File: src/rtl/aes128_pkg.sv
// aes128_pkg: shared widths and FSM state encoding for the AES-128 request scheduler
package aes128_pkg;
   localparam int AES_BLK_W = 128;
   localparam int AES_KEY_W = 128;
   typedef enum logic [1:0] {IDLE, SETTLE, RESP} state_e;
endpackage

File: src/rtl/aes128_rr_arb.sv
// aes128_rr_arb: combinational round-robin pick of the first valid requester at or after rr_ptr
module aes128_rr_arb #(
   parameter int NUM_REQ = 2,
   parameter int ID_W = 1
) (
   input  logic [NUM_REQ-1:0] req_valid,
   input  logic [ID_W-1:0]    rr_ptr,
   output logic [ID_W-1:0]    grant,
   output logic               any_valid
);
   int j;
   always_comb begin
      grant = '0;
      any_valid = 1'b0;
      j = 0;
      // descending scan so the smallest offset from rr_ptr is assigned last and wins
      for (int k = NUM_REQ - 1; k >= 0; k--) begin
         j = int'(rr_ptr) + k;
         if (j >= NUM_REQ) j = j - NUM_REQ;
         if (req_valid[j]) begin
            grant = ID_W'(j);
            any_valid = 1'b1;
         end
      end
   end
endmodule

File: src/rtl/aes128_req_sched.sv
// aes128_req_sched: round-robin sequencer sharing one combinational AES-128 core,
// holding core inputs for a multicycle settle window before capturing the ciphertext
module aes128_req_sched
   import aes128_pkg::*;
#(
   parameter int NUM_REQ = 2,
   parameter int SETTLE_CYCLES = 4,
   parameter int ID_W = 1
) (
   input  logic                         clk,
   input  logic                         rst_n,
   input  logic [NUM_REQ-1:0]           req_valid,
   output logic [NUM_REQ-1:0]           req_ready,
   input  logic [NUM_REQ*AES_BLK_W-1:0] req_data,
   input  logic [NUM_REQ*AES_KEY_W-1:0] req_key128,
   output logic [AES_BLK_W-1:0]         core_data,
   output logic [AES_KEY_W-1:0]         core_key128,
   input  logic [AES_BLK_W-1:0]         core_out128,
   output logic                         rsp_valid,
   input  logic                         rsp_ready,
   output logic [AES_BLK_W-1:0]         rsp_out128,
   output logic [ID_W-1:0]              rsp_id,
   output logic                         busy
);
   localparam int CNT_W = $clog2(SETTLE_CYCLES + 1);
   state_e               state_q, state_d;
   logic [ID_W-1:0]      rr_ptr_q, rr_ptr_d, gnt_q, gnt_d, rsp_id_q, rsp_id_d, grant;
   logic [CNT_W-1:0]     cnt_q, cnt_d;
   logic [AES_BLK_W-1:0] data_q, data_d, out_q, out_d;
   logic [AES_KEY_W-1:0] key_q, key_d;
   logic                 rv_q, rv_d, any_valid, accept;
   aes128_rr_arb #(.NUM_REQ(NUM_REQ), .ID_W(ID_W)) u_arb (
      .req_valid(req_valid),
      .rr_ptr(rr_ptr_q),
      .grant(grant),
      .any_valid(any_valid)
   );
   // ready is masked during reset so no requester sees a handshake that reset discards
   assign accept = (state_q == IDLE) && any_valid && rst_n;
   assign req_ready = NUM_REQ'(accept) << grant;
   always_comb begin
      state_d = state_q;
      rr_ptr_d = rr_ptr_q;
      gnt_d = gnt_q;
      cnt_d = cnt_q;
      data_d = data_q;
      key_d = key_q;
      rv_d = rv_q;
      out_d = out_q;
      rsp_id_d = rsp_id_q;
      case (state_q)
         IDLE: if (accept) begin
            data_d = req_data[AES_BLK_W*int'(grant) +: AES_BLK_W];
            key_d = req_key128[AES_KEY_W*int'(grant) +: AES_KEY_W];
            gnt_d = grant;
            cnt_d = CNT_W'(SETTLE_CYCLES - 1);
            rr_ptr_d = (int'(grant) == NUM_REQ - 1) ? '0 : grant + 1'b1;
            state_d = SETTLE;
         end
         SETTLE: if (cnt_q == '0) begin
            out_d = core_out128;
            rsp_id_d = gnt_q;
            rv_d = 1'b1;
            state_d = RESP;
         end else begin
            cnt_d = cnt_q - 1'b1;
         end
         RESP: if (rsp_ready) begin
            rv_d = 1'b0;
            state_d = IDLE;
         end
         default: state_d = IDLE;
      endcase
   end
   always_ff @(posedge clk) begin
      if (!rst_n) begin
         state_q <= IDLE;
         rr_ptr_q <= '0;
         gnt_q <= '0;
         cnt_q <= '0;
         data_q <= '0;
         key_q <= '0;
         rv_q <= 1'b0;
         out_q <= '0;
         rsp_id_q <= '0;
      end else begin
         state_q <= state_d;
         rr_ptr_q <= rr_ptr_d;
         gnt_q <= gnt_d;
         cnt_q <= cnt_d;
         data_q <= data_d;
         key_q <= key_d;
         rv_q <= rv_d;
         out_q <= out_d;
         rsp_id_q <= rsp_id_d;
      end
   end
   assign core_data = data_q;
   assign core_key128 = key_q;
   assign rsp_valid = rv_q;
   assign rsp_out128 = out_q;
   assign rsp_id = rsp_id_q;
   assign busy = state_q != IDLE;
endmodule
File: config.mk
export PLATFORM = sky130hd
export DESIGN_NAME = aes128_req_sched
export DESIGN_NICKNAME = d
export VERILOG_FILES = /design/src/rtl/aes128_pkg.sv /design/src/rtl/aes128_rr_arb.sv /design/src/rtl/aes128_req_sched.sv
export SDC_FILE = /design/constraint.sdc
export NUM_CORES = 1
export LEC_CHECK = 0
export ABC_CLOCK_PERIOD_IN_PS = 2600
export CAP_MARGIN = 20
export CORE_AREA = 2 2 398 400
export DETAILED_ROUTE_END_ITERATION = 8
export DIE_AREA = 0 0 400 402
export GPL_ROUTABILITY_DRIVEN = 0
export PLACE_DENSITY_LB_ADDON = 0.2
export REMOVE_ABC_BUFFERS = 1
export SYNTH_ARGS = -nofsm -noshare
export SYNTH_HDL_FRONTEND = slang
export SYNTH_SLANG_ARGS = --single-unit
File: constraint.sdc
create_clock -name clk -period 2.6 [get_ports clk]
set_input_delay 0.52 -clock clk [delete_from_list [all_inputs] [get_ports clk]]
set_output_delay 0.52 -clock clk [all_outputs]
set_load 0.005 [all_outputs]
# Word-level counts from Yosys, hierarchy flattened
# Cells that the tools add are included.
[word_totals]
regBits = 393
out_inout_bits = 389
[op_classes]
addsub = 5
magnitude_cmp = 4
eq_ne = 6
shift = 3
mux = 23
reduce_logical = 12
[op_table]
columns = ["operator", "n"]
rows = [
  ["256-bit by 9-bit variable part select with 128-bit output", 2],
  ["32-bit by 3-bit < comparator with 1-bit output, second input constant", 2],
  ["32-bit 2-to-1 mux", 2],
  ["32-bit by 3-bit >= comparator with 1-bit output, second input constant", 1],
  ["32-bit by 3-bit subtractor with 32-bit output, second input constant", 1],
  ["1-bit 2-to-1 mux", 13],
  ["3-bit AND reduction", 3],
  ["2-bit != test, second input constant", 4],
  ["2-bit 2-to-1 mux", 3],
  ["3-bit 2-to-1 mux", 2],
  ["2-bit case mux with 3 select lines", 1],
  ["3-bit case mux with 2 select lines", 1],
  ["2-bit nonzero test", 3],
  ["2-bit AND reduction", 2],
  ["3-bit zero test", 1],
  ["1-bit by 2-bit subtractor with 3-bit output, second input constant", 1],
  ["3-bit by 1-bit subtractor with 3-bit output, second input constant", 1],
  ["1-bit by 1-bit adder with 2-bit output, second input constant", 1],
  ["2-bit by 1-bit == test with 1-bit output, second input constant", 1],
  ["2-bit == test, second input constant", 1],
  ["1-bit by 2-bit >= comparator with 1-bit output, second input constant", 1],
  ["1-bit logical AND", 2],
  ["2-bit zero test", 1],
  ["1-bit case mux with 2 select lines", 1],
  ["2 further kinds", 2],
]

# Depth between registers and ports, before layout
[depth]
word_depth = 12
mapped_depth = 7
depth_no_buf = 5

# By module
# A second synthesis with hierarchy kept.
[unflattened]
hier_cells = 1743
area_unflattened_um2 = 16523.3
[by_module_without_submodules]
columns = ["mod", "n_inst", "cells_per_inst", "area_per_inst_um2", "seq_area_each_um2"]
rows = [
  ["aes128_req_sched", 1, 1740, 16505.8, 7867.5],
  ["aes128_rr_arb", 1, 3, 17.5, 0.0],
]

# Worst setup path after synthesis
# Ideal clock, no wire load.
[synth_path]
path_type = "input-to-output"
startpoint = "input port rst_n"
endpoint = "output port req_ready[0]"
arrival_ps = 1757
required_ps = 2080
setup_slack_ps = 323
cell_stages = 6
path_cell_list = "clkbuf_2 -> or3b_1 -> buf_2 -> buf_2 -> buf_1 -> nor3b_1"
[synth_via]
elab_chain_len = 2
[synth_rtl]
columns = ["item", "line", "rtl"]
rows = [
  ["start, declared", "aes128_req_sched.sv:11", "input logic rst_n,"],
  ["1-bit logical AND", "aes128_req_sched.sv:39", "assign accept = (state_q == IDLE) && any_valid && rst_n;"],
  ["1-bit by 1-bit left shift with 2-bit output", "aes128_req_sched.sv:40", "assign req_ready = NUM_REQ'(accept) << grant;"],
  ["end, declared", "aes128_req_sched.sv:13", "output logic [NUM_REQ-1:0] req_ready,"],
]
# Every way passes these cells.

# Final worst setup path
[layout_path]
startpoint = "register state_q[0]"
endpoint = "output port req_ready[0]"
[layout_via]
elab_chain_len = 4
[layout_rtl]
columns = ["item", "line", "rtl"]
rows = [
  ["start, declared", "aes128_req_sched.sv:26", "state_e state_q, state_d;"],
  ["start signal, assigned", "aes128_req_sched.sv:87", "state_q <= state_d;"],
  ["2-bit zero test", "aes128_req_sched.sv:39", ""],
  ["1-bit logical AND (2 in series)", "aes128_req_sched.sv:39", ""],
  ["1-bit by 1-bit left shift with 2-bit output", "aes128_req_sched.sv:40", ""],
]
# Every way passes these cells.

==> results.json <==
{
  "wirelength_um": 114000,
  "vias_per_cell": 3.68,
  "slew_headroom_pct": 54.4,
  "endpoint_kind": "primary output",
  "critPathMaxStageDelay_ns": 0.40,
  "hold_slack_ns": 0.348,
  "crit_fanout": 2,
  "antenna_left": 0,
  "dieArea_mm2": 0.161,
  "ys_seq_area_share_pct": 51.4,
  "dr.pass1.iters": 5,
  "rsz0062_at_grt": "true",
  "maxCapViolCount": 0,
  "post-route-util_pct": 19.4,
  "cts_tree": "yes",
  "ctsRootBufferMaster": "clkbuf_16",
  "status": "finished, violations left",
  "drc": 0,
  "slew_viol_final": 0,
  "holdCritPathClass": "in -> reg",
  "grt_use_total_pct": 13.4,
  "power.leakage_nw": 10.8,
  "die_w_um": 400,
  "fmax_mhz": 381,
  "finalNetCount": 3407,
  "clock_skew_ns": 0.0187,
  "dr.first_iter.drc_count": 900,
  "setup_ws_ns": -0.0269,
  "gr-total-overflow": 0,
  "power_density_mw_per_mm2": 674,
  "core_area_mm2": 0.157,
  "synthDistinctLibCells": 33,
  "synth-seq-cells": 393,
  "place_ws_ns": -0.804,
  "route.vias.total": 18000,
  "start_util_pct": 9.73,
  "core.rowCount": 146,
  "portBuffers": 1033,
  "worstMarginPinSlew_ns": 0.683,
  "syn_to_final_growth_pct": 99.0,
  "htreeDepth": 2,
  "violations": "setup timing",
  "pin_count": 1034,
  "cp_common_cell": "buf_6",
  "path_class": "reg -> out",
  "cts_made_buffers": 57,
  "fin_crit_sh_pct": 101,
  "grt_pass1_wl_um": 152000,
  "path_cells": "or3b_4 > buf_6 > nor3b_4 > buf_6 > buf_6",
  "path_delay_family": "simple AND/OR/NAND/NOR gates",
  "drive_above_1_share_pct": 7.02,
  "die_h_um": 402,
  "yosysWarnings": 0,
  "cpMaxStageDelayCell": "or3b_4",
  "detail_route.wl_per_cell_um": 23.3,
  "dp_hpwl_um": 88100,
  "clkTransAtPathRegs_ns": 0.06,
  "min_period_ns": 2.63,
  "netlist_area_mm2": 0.0153,
  "cp-start-kind": "register",
  "crit_required_ns": 2.08,
  "crit_buf_inv": 3,
  "clk_latency_ns": 0.65,
  "grt_pass1_vias": 18500,
  "grt_max_degree": 109,
  "cts_buffer_depth": 3,
  "finalSetupViolations": 2,
  "arrival_ns": 2.11,
  "clkSinkCount": 393,
  "antenna_found_initial": 39,
  "synthCells": 1771,
  "syn_area_per_cell_um2": 8.64,
  "hold_viol": 0,
  "ir_drop_mv": 0.423
}
-- worst paths after layout --
check	startpoint	end	slack, ns	cells after the start
max	state_q[0]	req_ready[0]	-0.03	5
min	req_valid[0]	cnt_q[2]	0.35	4
max reg2reg	state_q[0]	core_key128[42]	0.25	8
min reg2reg	rsp_out128[84]	rsp_out128[84]	0.45	2
-- area by class of cell --
type                       count  area (µm²)
inverter                       4        17.5
antenna                        8        20.0
fill                       17600      127000
multi-input combinational   1188        6720
tap                         2072        2590
clock buffer                  77        1630
timing repair buffer        1116       11300
sequential                   393        7870
clock inverter                30         283
-- registers in the layout (all words and copies together), names as in the netlist --
signal / flops
state_q: 2
rsp_id: 1
gnt_q: 1
core_data: 128
cnt_q: 3
rsp_out128: 128
rsp_valid: 1
core_key128: 128
rr_ptr_q: 1
-- layout by cell type (no fill, tap or decap), types with 4 or more instances in the layout --
| master | n |
|---|---|
| a221o_1 | 256 |
| clkinv_2 | 22 |
| buf_4 | 56 |
| diode_2 | 8 |
| nand2_1 | 515 |
| buf_12 | 25 |
| dfxtp_1 | 392 |
| clkbuf_1 | 8 |
| a21oi_1 | 132 |
| buf_6 | 5 |
| clkdlybuf4s50_1 | 1027 |
| nor3_1 | 256 |
| bufinv_16 | 4 |
| clkbuf_16 | 58 |
| clkbuf_8 | 11 |
| nor2_1 | 4 |
-- Yosys cell counts --
master | n | area (µm²)
nor2b_1 | 2 | 12.5
a221o_1 | 256 | 2560
o21a_1 | 1 | 7.51
nand3b_1 | 2 | 15.0
inv_1 | 3 | 11.3
nand2_1 | 515 | 1930
a21oi_1 | 132 | 661
ha_1 | 2 | 25.0
o2111ai_1 | 1 | 8.76
nand3_1 | 1 | 5.00
buf_1 | 6 | 22.5
a211oi_1 | 1 | 7.51
nand4bb_1 | 1 | 11.3
and2_1 | 2 | 12.5
a31oi_1 | 1 | 6.26
nor2_1 | 4 | 15.0
or3b_2 | 1 | 8.76
nor3_1 | 256 | 1280
o21bai_1 | 1 | 7.51
nand2b_1 | 1 | 6.26
or3b_1 | 1 | 8.76
dfxtp_1 | 393 | 7870
inv_2 | 1 | 3.75
o311a_1 | 1 | 10.0
clkbuf_1 | 144 | 541
a31o_2 | 1 | 8.76
o31a_1 | 1 | 8.76
nor3b_1 | 1 | 7.51
nor4bb_1 | 1 | 10.0
nor3b_4 | 1 | 18.8
buf_2 | 35 | 175
clkbuf_2 | 1 | 5.00
o41ai_1 | 1 | 8.76
-- where the power goes --
group          switching (mW)  total (mW)  internal, mW
combinational            2.31        5.16          2.85
clock                    3.32        8.11          4.79
sequential              0.478        7.22          6.74
total                    6.11        20.5          14.4
-- timing repair --
item / 4_1_cts / 5_1_grt
gates resized for setup: 17 / 1
pin swaps: 3 / 2
endpoints found under the setup margin: 3 / 2
hold buffers: 0 / 0
setup buffers: 5 / 2
-- per-layer routing --
layer	part of all wire, %	global-route usage [%]	vias to the layer above
li1	-	-	8415
met1	38	14.5	8671
met2	51	24.4	716
met3	9.3	5.13	148
met4	2.1	3.13	28
met5	0.14	0	-
-- worst min-delay path: stages --
cell,delay [ns]
buf_8,0.09
nor2_1,0.09
o2111ai_1,0.18
o41ai_1,0.07
-- kinds of logic after synthesis --
| group | count (synthesis) | share of synthesized area (%) |
|---|---|---|
| AND/OR/NAND/NOR | 789 | 21.9 |
| adder cells (fa/ha/maj) | 2 | 0.164 |
| flip-flops | 393 | 51.4 |
| AO/OA/AOI/OAI | 397 | 21.6 |
| buffers and inverters | 190 | 4.96 |
-- per-stage QoR --
step	power, mW	area, µm²	std cells	TNS, ns
2_1_floorplan	8.83	14600	1585	-2947.20
3_3_place_gp	12.6	28400	4767	-41.95
3_5_place_dp	12.6	28400	4767	-43.35
4_1_cts	21.0	30400	4879	-0.417
5_1_grt	21.6	30400	4885	-0.377
6_report	20.5	30400	4888	-0.0499
Note: power is estimated with default switching activity, not from simulation.
